**src/rtl/alu_op_sequencer.sv**
```systemverilog
// Command sequencer for the combinational 16-bit ALU: owns ACC, BR and the flag register,
// drives the one-hot ALU controls for a per-opcode hold time and captures the ALU result.
module alu_op_sequencer #(
   parameter int MUL_CYCLES = 2,
   parameter int DIV_CYCLES = 4
) (
   input  logic        clk,
   input  logic        rst_n,
   input  logic        op_valid,
   output logic        op_ready,
   input  logic [3:0]  op_code,
   input  logic [15:0] op_data,
   output logic [9:0]  alu_ctrl,
   output logic [15:0] alu_acc,
   output logic [15:0] alu_br,
   input  logic [15:0] alu_result,
   input  logic [3:0]  alu_flags,
   output logic        res_valid,
   input  logic        res_ready,
   output logic [15:0] res_acc,
   output logic [3:0]  res_flags,
   output logic        res_err,
   output logic        busy
);

   typedef enum logic [1:0] {
      IDLE = 2'd0,
      EXEC = 2'd1,
      DONE = 2'd2
   } state_t;

   localparam logic [3:0] OP_MUL  = 4'h4;
   localparam logic [3:0] OP_DIV  = 4'h5;
   localparam logic [3:0] OP_NOT  = 4'hA;
   localparam logic [3:0] OP_LOAD = 4'hB;
   localparam logic [3:0] MUL_LEN = 4'(MUL_CYCLES);
   localparam logic [3:0] DIV_LEN = 4'(DIV_CYCLES);

   // One-hot bit order is {C21,C20,C19,C18,C17,C16,C15,C13,C9,C8}; NOP drives no control.
   function automatic logic [9:0] ctrl_decode(input logic [3:0] op);
      case (op)
         4'h1:    ctrl_decode = 10'b00_0000_0001;
         4'h2:    ctrl_decode = 10'b00_0000_0010;
         4'h3:    ctrl_decode = 10'b00_0000_0100;
         4'h4:    ctrl_decode = 10'b00_0000_1000;
         4'h5:    ctrl_decode = 10'b00_0001_0000;
         4'h6:    ctrl_decode = 10'b00_0010_0000;
         4'h7:    ctrl_decode = 10'b00_0100_0000;
         4'h8:    ctrl_decode = 10'b00_1000_0000;
         4'h9:    ctrl_decode = 10'b01_0000_0000;
         4'hA:    ctrl_decode = 10'b10_0000_0000;
         default: ctrl_decode = 10'b00_0000_0000;
      endcase
   endfunction

   function automatic logic [3:0] hold_len(input logic [3:0] op);
      case (op)
         OP_MUL:  hold_len = MUL_LEN;
         OP_DIV:  hold_len = DIV_LEN;
         default: hold_len = 4'd1;
      endcase
   endfunction

   state_t      state_r, state_s;
   logic [3:0]  op_r, op_s;
   logic [3:0]  cnt_r, cnt_s;
   logic [15:0] acc_r, acc_s;
   logic [15:0] br_r, br_s;
   logic [3:0]  flags_r, flags_s;
   logic        err_r, err_s;
   logic [9:0]  ctrl_r, ctrl_s;
   logic        valid_r, valid_s;
   logic        ready_r, ready_s;
   logic        busy_r, busy_s;

   // Next-state and next-value logic; every register holds unless a transition updates it.
   always_comb begin
      state_s = state_r;
      op_s    = op_r;
      cnt_s   = cnt_r;
      acc_s   = acc_r;
      br_s    = br_r;
      flags_s = flags_r;
      err_s   = err_r;
      ctrl_s  = ctrl_r;
      case (state_r)
         IDLE: begin
            if (op_valid && ready_r) begin
               br_s = op_data;
               op_s = op_code;
               if (op_code <= OP_NOT) begin
                  state_s = EXEC;
                  cnt_s   = 4'd1;
                  ctrl_s  = ctrl_decode(op_code);
               end else if (op_code == OP_LOAD) begin
                  acc_s   = op_data;
                  err_s   = 1'b0;
                  state_s = DONE;
               end else begin
                  err_s   = 1'b1;
                  state_s = DONE;
               end
            end else begin
               state_s = IDLE;
            end
         end
         EXEC: begin
            if (cnt_r >= hold_len(op_r)) begin
               state_s = DONE;
               ctrl_s  = 10'd0;
               cnt_s   = 4'd0;
               flags_s = alu_flags;
               // Divide by zero keeps ACC and reports the ALU flags (CF set) as an error.
               if ((op_r == OP_DIV) && (br_r == 16'h0000)) begin
                  err_s = 1'b1;
               end else begin
                  acc_s = alu_result;
                  err_s = 1'b0;
               end
            end else begin
               cnt_s = cnt_r + 4'd1;
            end
         end
         DONE: begin
            if (res_ready) begin
               state_s = IDLE;
            end else begin
               state_s = DONE;
            end
         end
         default: begin
            state_s = IDLE;
            ctrl_s  = 10'd0;
            cnt_s   = 4'd0;
         end
      endcase
      valid_s = (state_s == DONE);
      ready_s = (state_s == IDLE);
      busy_s  = (state_s != IDLE);
   end

   // State and output registers; reset drops any in-flight command.
   always_ff @(posedge clk or negedge rst_n) begin
      if (!rst_n) begin
         state_r <= IDLE;
         op_r    <= 4'd0;
         cnt_r   <= 4'd0;
         acc_r   <= 16'd0;
         br_r    <= 16'd0;
         flags_r <= 4'd0;
         err_r   <= 1'b0;
         ctrl_r  <= 10'd0;
         valid_r <= 1'b0;
         ready_r <= 1'b1;
         busy_r  <= 1'b0;
      end else begin
         state_r <= state_s;
         op_r    <= op_s;
         cnt_r   <= cnt_s;
         acc_r   <= acc_s;
         br_r    <= br_s;
         flags_r <= flags_s;
         err_r   <= err_s;
         ctrl_r  <= ctrl_s;
         valid_r <= valid_s;
         ready_r <= ready_s;
         busy_r  <= busy_s;
      end
   end

   assign op_ready  = ready_r;
   assign busy      = busy_r;
   assign alu_ctrl  = ctrl_r;
   assign alu_acc   = acc_r;
   assign alu_br    = br_r;
   assign res_valid = valid_r;
   assign res_acc   = acc_r;
   assign res_flags = flags_r;
   assign res_err   = err_r;

endmodule

```
**config.mk**
```make
export PLATFORM = sky130hd
export DESIGN_NAME = alu_op_sequencer
export DESIGN_NICKNAME = d
export VERILOG_FILES = /design/src/rtl/alu_op_sequencer.sv
export SDC_FILE = /design/constraint.sdc
export NUM_CORES = 1
export LEC_CHECK = 0
export CAP_MARGIN = 40
export CORE_ASPECT_RATIO = 0.6
export CORE_MARGIN = 1
export CORE_UTILIZATION = 40
export CTS_BUF_LIST = sky130_fd_sc_hd__clkbuf_2 sky130_fd_sc_hd__clkbuf_4 sky130_fd_sc_hd__clkbuf_8
export CTS_CLUSTER_DIAMETER = 150
export DETAILED_ROUTE_END_ITERATION = 6
export DONT_BUFFER_PORTS = 1
export GPL_TIMING_DRIVEN = 0
export PLACE_DENSITY_LB_ADDON = 0.1
export SYNTH_ARGS = -nofsm -noshare
export SYNTH_HDL_FRONTEND = slang
export SYNTH_SLANG_ARGS = --single-unit
```
**constraint.sdc**
```tcl
create_clock -name clk -period 2.5 [get_ports clk]
set_clock_uncertainty 0.05 [all_clocks]
set_input_delay 0.5 -clock clk [delete_from_list [all_inputs] [get_ports clk]]
set_output_delay 0.5 -clock clk [all_outputs]
set_load 0.01 [all_outputs]
```
* Yosys cells after proc, flatten, opt, wreduce, memory -nomap -nowiden
Memories as Yosys holds them, arrays and structs flattened.
Cells that the tools add are included.
** Word-level totals
- Logic and storage cells :: 68
- Bits of input ports :: 44
- Bits in registers :: 60
- Output and inout port bits :: 66
- Memories :: 1
- Memory bits (read-only) :: 160
** Memories
- (name not given) :: depth 16, width 10, read ports 1, clocked after memory_dff 0, write ports 0, line 41 : case (op)
** Operators by class
- Bitwise operators :: 1
- Reduce and logical (&&, ||, !) cells :: 13
- Magnitude comparators :: 2
- Multiplexer cells :: 27
- Add/subtract/negate cells :: 1
- Equality and inequality tests :: 12
** Operators by type and width (number)
- 16-bit two-way mux :: 5
- 16-bit case mux with 2 select lines :: 1
- 10-bit two-way mux :: 3
- 10-bit case mux with 3 select lines :: 1
- 16-bit zero test :: 1
- 4-bit two-way mux :: 4
- 2-bit inequality test, second input constant :: 6
- 4-bit case mux with 3 select lines :: 1
- 4-bit by 3-bit == test with 1-bit output, second input constant :: 2
- 2-bit two-way mux :: 4
- 4-bit AND reduction :: 2
- 2-bit case mux with 3 select lines :: 1
- 3-bit case mux with 2 select lines :: 1
- 6-bit AND reduction :: 1
- 1-bit two-way mux :: 5
- 4-bit by 1-bit adder with 4-bit output, second input constant :: 1
- 2-bit == test, second input constant :: 2
- 4-bit == test, second input constant :: 1
- 4-bit greater-or-equal comparator :: 1
- 4-bit less-or-equal comparator, second input constant :: 1
- 2-bit zero test :: 2
- 2-bit AND reduction :: 2
- 2-bit nonzero test :: 2
- 3-bit AND reduction :: 1
- 4 further kinds :: 5

* Logic depth before layout (Yosys ltp)
- Depth in word-level cells :: 7
- Gate-level depth with buffers :: 9

* Worst setup path before layout
OpenSTA, ideal clock, no wires.
- Path kind :: reg2reg
- From :: reg op_r[1]
- To :: reg acc_r[0] (netlist: alu_acc[0])
- Path slack :: 0.025 ns
- Data required time :: 2.325 ns
- Stages on the path, launching flop included :: 10
- Buffers on the path :: 1
- Arrival :: 2.300 ns
- Cell sequence :: dfrtp_1 -> nor3b_1 -> nand2_1 -> ha_1 -> nand2_1 -> o21ai_1 -> a21oi_1 -> nor3_4 -> buf_12 -> mux2_4
** On the way
- Cells in the longest elaborated chain, start to end :: 6
** RTL lines
- from (decl) :: line 65 : logic [3:0] op_r, op_s;
- from (signal assigned) :: line 158 : op_r <= op_s;
- 4-bit by 3-bit == test with 1-bit output (on tied branches) :: line 57, 114
- 3-bit case mux with 2 select lines :: line 57 : case (op)
- 4-bit two-way mux :: line 86 : case (state_r)
- 4-bit greater-or-equal comparator :: line 108 : if (cnt_r >= hold_len(op_r)) begin
- 2-bit inequality test (no line)
- 6-bit AND reduction (no line) *
- to (signal assigned) :: line 160 : acc_r <= acc_s;
- to (decl) :: line 67 : logic [15:0] acc_r, acc_s;
Every way passes the cells marked *; elsewhere a longest branch is shown, timed or not. The select of a mux whose other input is x is not followed.
A chain may end at the register's enable or synchronous reset.

* Worst setup path after layout
- From :: reg op_r[1]
- To :: reg acc_r[8] (netlist: alu_acc[8])
Same word-level chain as after synthesis.

==> results.md <==
- Status: complete, but fails checks
- Failing checks: design-rule violations
- P_int: 3.03 mW
- Commonest non-fill, non-tap cell in the layout: dfrtp_1
- Pwr Density: 1430 mW/mm^2
- Overflow left after global routing: 0
- Post-DRT Antenna Nets: 0
- Synth Flop Type: dfrtp_1
- Worst-Margin Slew: 0.390 ns
- Fin worst setup slack: 0.118 ns
- Worst Path Max Fanout: 6
- Crit end category: register
- Die Wd: 112 um
- Total of max-cap violations: 0
- Met1 Use GR: 25.6%
- CTS buffer count: 9
- CP Class: reg -> reg
- Placed Cells: 312
- Total power: 4.81 mW
- Sequential Power Share: 41.7%
- Cell area after synthesis: 0.00291 sq mm
- DRC violations left: 7
- Fillcell total: 642
- Post-synth cell types: 37
- Gr usage total: 18.0%
- Fin. max-slew vios: 0
- # port buffers: 0
- EDFF count, synth: 0
- Period minus WS final: 2.38 ns
- Drt wl/cell: 19.1 um
- Drt first pass iters: 6
- Net Sw Frac: 36.9%
- #FFs+latches synth: 60
- Core box area: 0.00685 sq mm
- CP Launch Type: register
- Initial antenna violation count: 0
- Clk buf depth: 2
- Largest net degree at the start of global routing: 61
- DR vias: 1761
- Comb power frac: 42.0%
- Clock root cell: clkbuf_8
- Cell row count: 23
- Number of DRC markers in iteration 0: 100
- Met3 track demand over resource: 8.95%
- Synth warnings: 0
- NetSw: 1.77 mW
- Post-synth ARST share: 100%
- Worst hold path class: in -> reg
- CP Data Arrival Time: 2.56 ns
- DP HPWL: 4550 um
- Mapped Cells: 225
- Clock edge transition at the registers on the reported setup and hold paths: 0.07 ns
- Placer Congestion: 0.733
- Peak supply drop: 0.601 mV
- Leak Pwr: 1.49 nW
- Setup violators final: 0
- Worst-Skew Late Latency: 0.34 ns
- Vias per cell: 5.19
- Final Cycle Share: 95.3%
- Die outline height: 68.0 um
- Syn Area/Cell: 12.9 sq um
- RSZ-0062 raised after global routing: false
- First-pass GRT wire length: 9760 um
- Met2 usage: 22.4%
- GR peak layer: met1
- Initial Util: 42.5%
- Place WS: -0.453 ns
- Syn_nets: 273
- Clock share of power: 16.3%
- Fraction of layout cells with a size suffix above 1: 51.6%
- Finished Layout Cells: 339
- # diodes: 0
- CTS sink count: 60
- Max Fclk: 420 MHz
- # H-tree levels: 3
- Final nets: 296
- Drt total wl: 6470 um
- Relative slew slack: 74.0%
- Die ar.: 0.00763 sq mm
- Syn-to-layout area delta: 15.9%
- Vias in the first global route: 1747
- Commonest non-fill, non-tap cells in the layout: dfrtp_1 (59), mux2_2 (57), buf_4 (26)
- Hold Vio Cnt, Final: 0
- IO Pins: 110
- Worst Path Required: 2.68 ns
- Seq/Total Area, Yosys: 51.7%
- CTS tree: built
-- sequential cells by signal, indices dropped and copies added, names as in the netlist --
signal / cells
op_r: 4
res_err: 1
state_r: 2
alu_acc: 16
cnt_r: 4
res_flags: 4
alu_br: 16
busy: 1
res_valid: 1
op_ready: 1
alu_ctrl: 10
-- layer usage --
metal / routed length (um) / vias up
met5: 0 / -
met4: 72 / 0
li1: - / 827
met1: 3290 / 849
met2: 2550 / 77
met3: 556 / 8
-- repair_timing --
| action | 4_1_cts | 5_1_grt |
|---|---|---|
| hold endpoints to repair | 60 | 0 |
| hold buffers | 2 | 0 |
| setup buffers | 5 | 5 |
| endpoints found under the setup margin | 32 | 27 |
| pin swaps | 4 | 6 |
| gates resized for setup | 6 | 9 |
-- cell usage after synthesis (2+ instances only) --
cell	instances	area, sq um
or2b_1	2	15.0
nor4_1	4	25.0
nor3_1	3	15.0
buf_2	5	25.0
nand2_1	10	37.5
and2_1	2	12.5
nor2_1	11	41.3
a21oi_1	4	20.0
ha_1	4	50.1
mux2_2	57	642
nor2b_1	2	12.5
o21ai_0	6	30.0
nor3b_1	2	15.0
nand3_1	2	10.0
buf_4	17	128
mux2_4	9	135
nand2b_1	3	18.8
dfrtp_1	59	1480
nor3_2	2	20.0
inv_1	4	15.0
-- cells by family after synthesis --
kind of cell	share of synthesized area (%)
flip-flops	51.7
AO/OA/AOI/OAI	4.22
AND/OR/NAND/NOR	9.08
multiplexers	26.7
adder cells (fa/ha/maj)	1.72
buffers and inverters	6.58
-- final timing paths --
| path | cells past startpoint | endpoint | startpoint | slack [ns] |
|---|---|---|---|---|
| min | 1 | alu_br[0] | op_data[0] | 0.25 |
| max | 9 | alu_acc[8] | op_r[1] | 0.12 |
| max in group asynchronous | 2 | op_ready | rst_n | 1.48 |
| min reg2reg | 1 | op_r[2] | op_r[2] | 0.47 |
| max reg2reg | 9 | alu_acc[8] | op_r[1] | 0.12 |
| min in group asynchronous | 2 | busy | rst_n | 0.64 |
-- per-stage QoR --
step                      area (sq um)  TNS (ns)  hold slack (ns)  util, %
after detailed placement          3020     -9.22            0.156     44.0
after global placement            3020     -8.35            0.156     44.0
after floorplan                   2910         0            0.154        -
after CTS                         3290         0            0.233     48.1
after global routing              3370         0            0.229     49.2
final                             3370         0            0.253     49.2
-- critical path: stages (launching register included) --
cell	delay, ns
dfrtp_1	0.39
nor3b_2	0.26
nand2_2	0.12
ha_4	0.30
nand2_2	0.08
o21ai_4	0.21
a21oi_2	0.10
nor3_4	0.24
buf_6	0.18
mux2_2	0.33
-- layout make-up --
type                            instances  area, sq um  share of cell area, %
Tap cell                               87          109                   3.23
Buffer                                 24          183                   5.42
Clock inverter                          2         10.0                  0.297
Timing Repair Buffer                   12          116                   3.45
Sequential cell                        60         1500                   44.6
Inverter                                4         15.0                  0.445
Multi-Input combinational cell        137         1270                   37.6
Clock buffer                           13          166                   4.94
-- power groups by stage --
| stage | Sequential, mW | Clock [mW] | Combinational [mW] |
|---|---|---|---|
| 3_5_place_dp | 2.02 | 0 | 1.72 |
| 5_1_grt | 2.08 | 0.855 | 2.18 |
| 3_3_place_gp | 2.02 | 0 | 1.69 |
| 6_report | 2.00 | 0.783 | 2.02 |
| 2_1_floorplan | 1.89 | 0 | 1.48 |
| 4_1_cts | 2.01 | 0.818 | 1.87 |
Power figures use the tool's default switching activity.
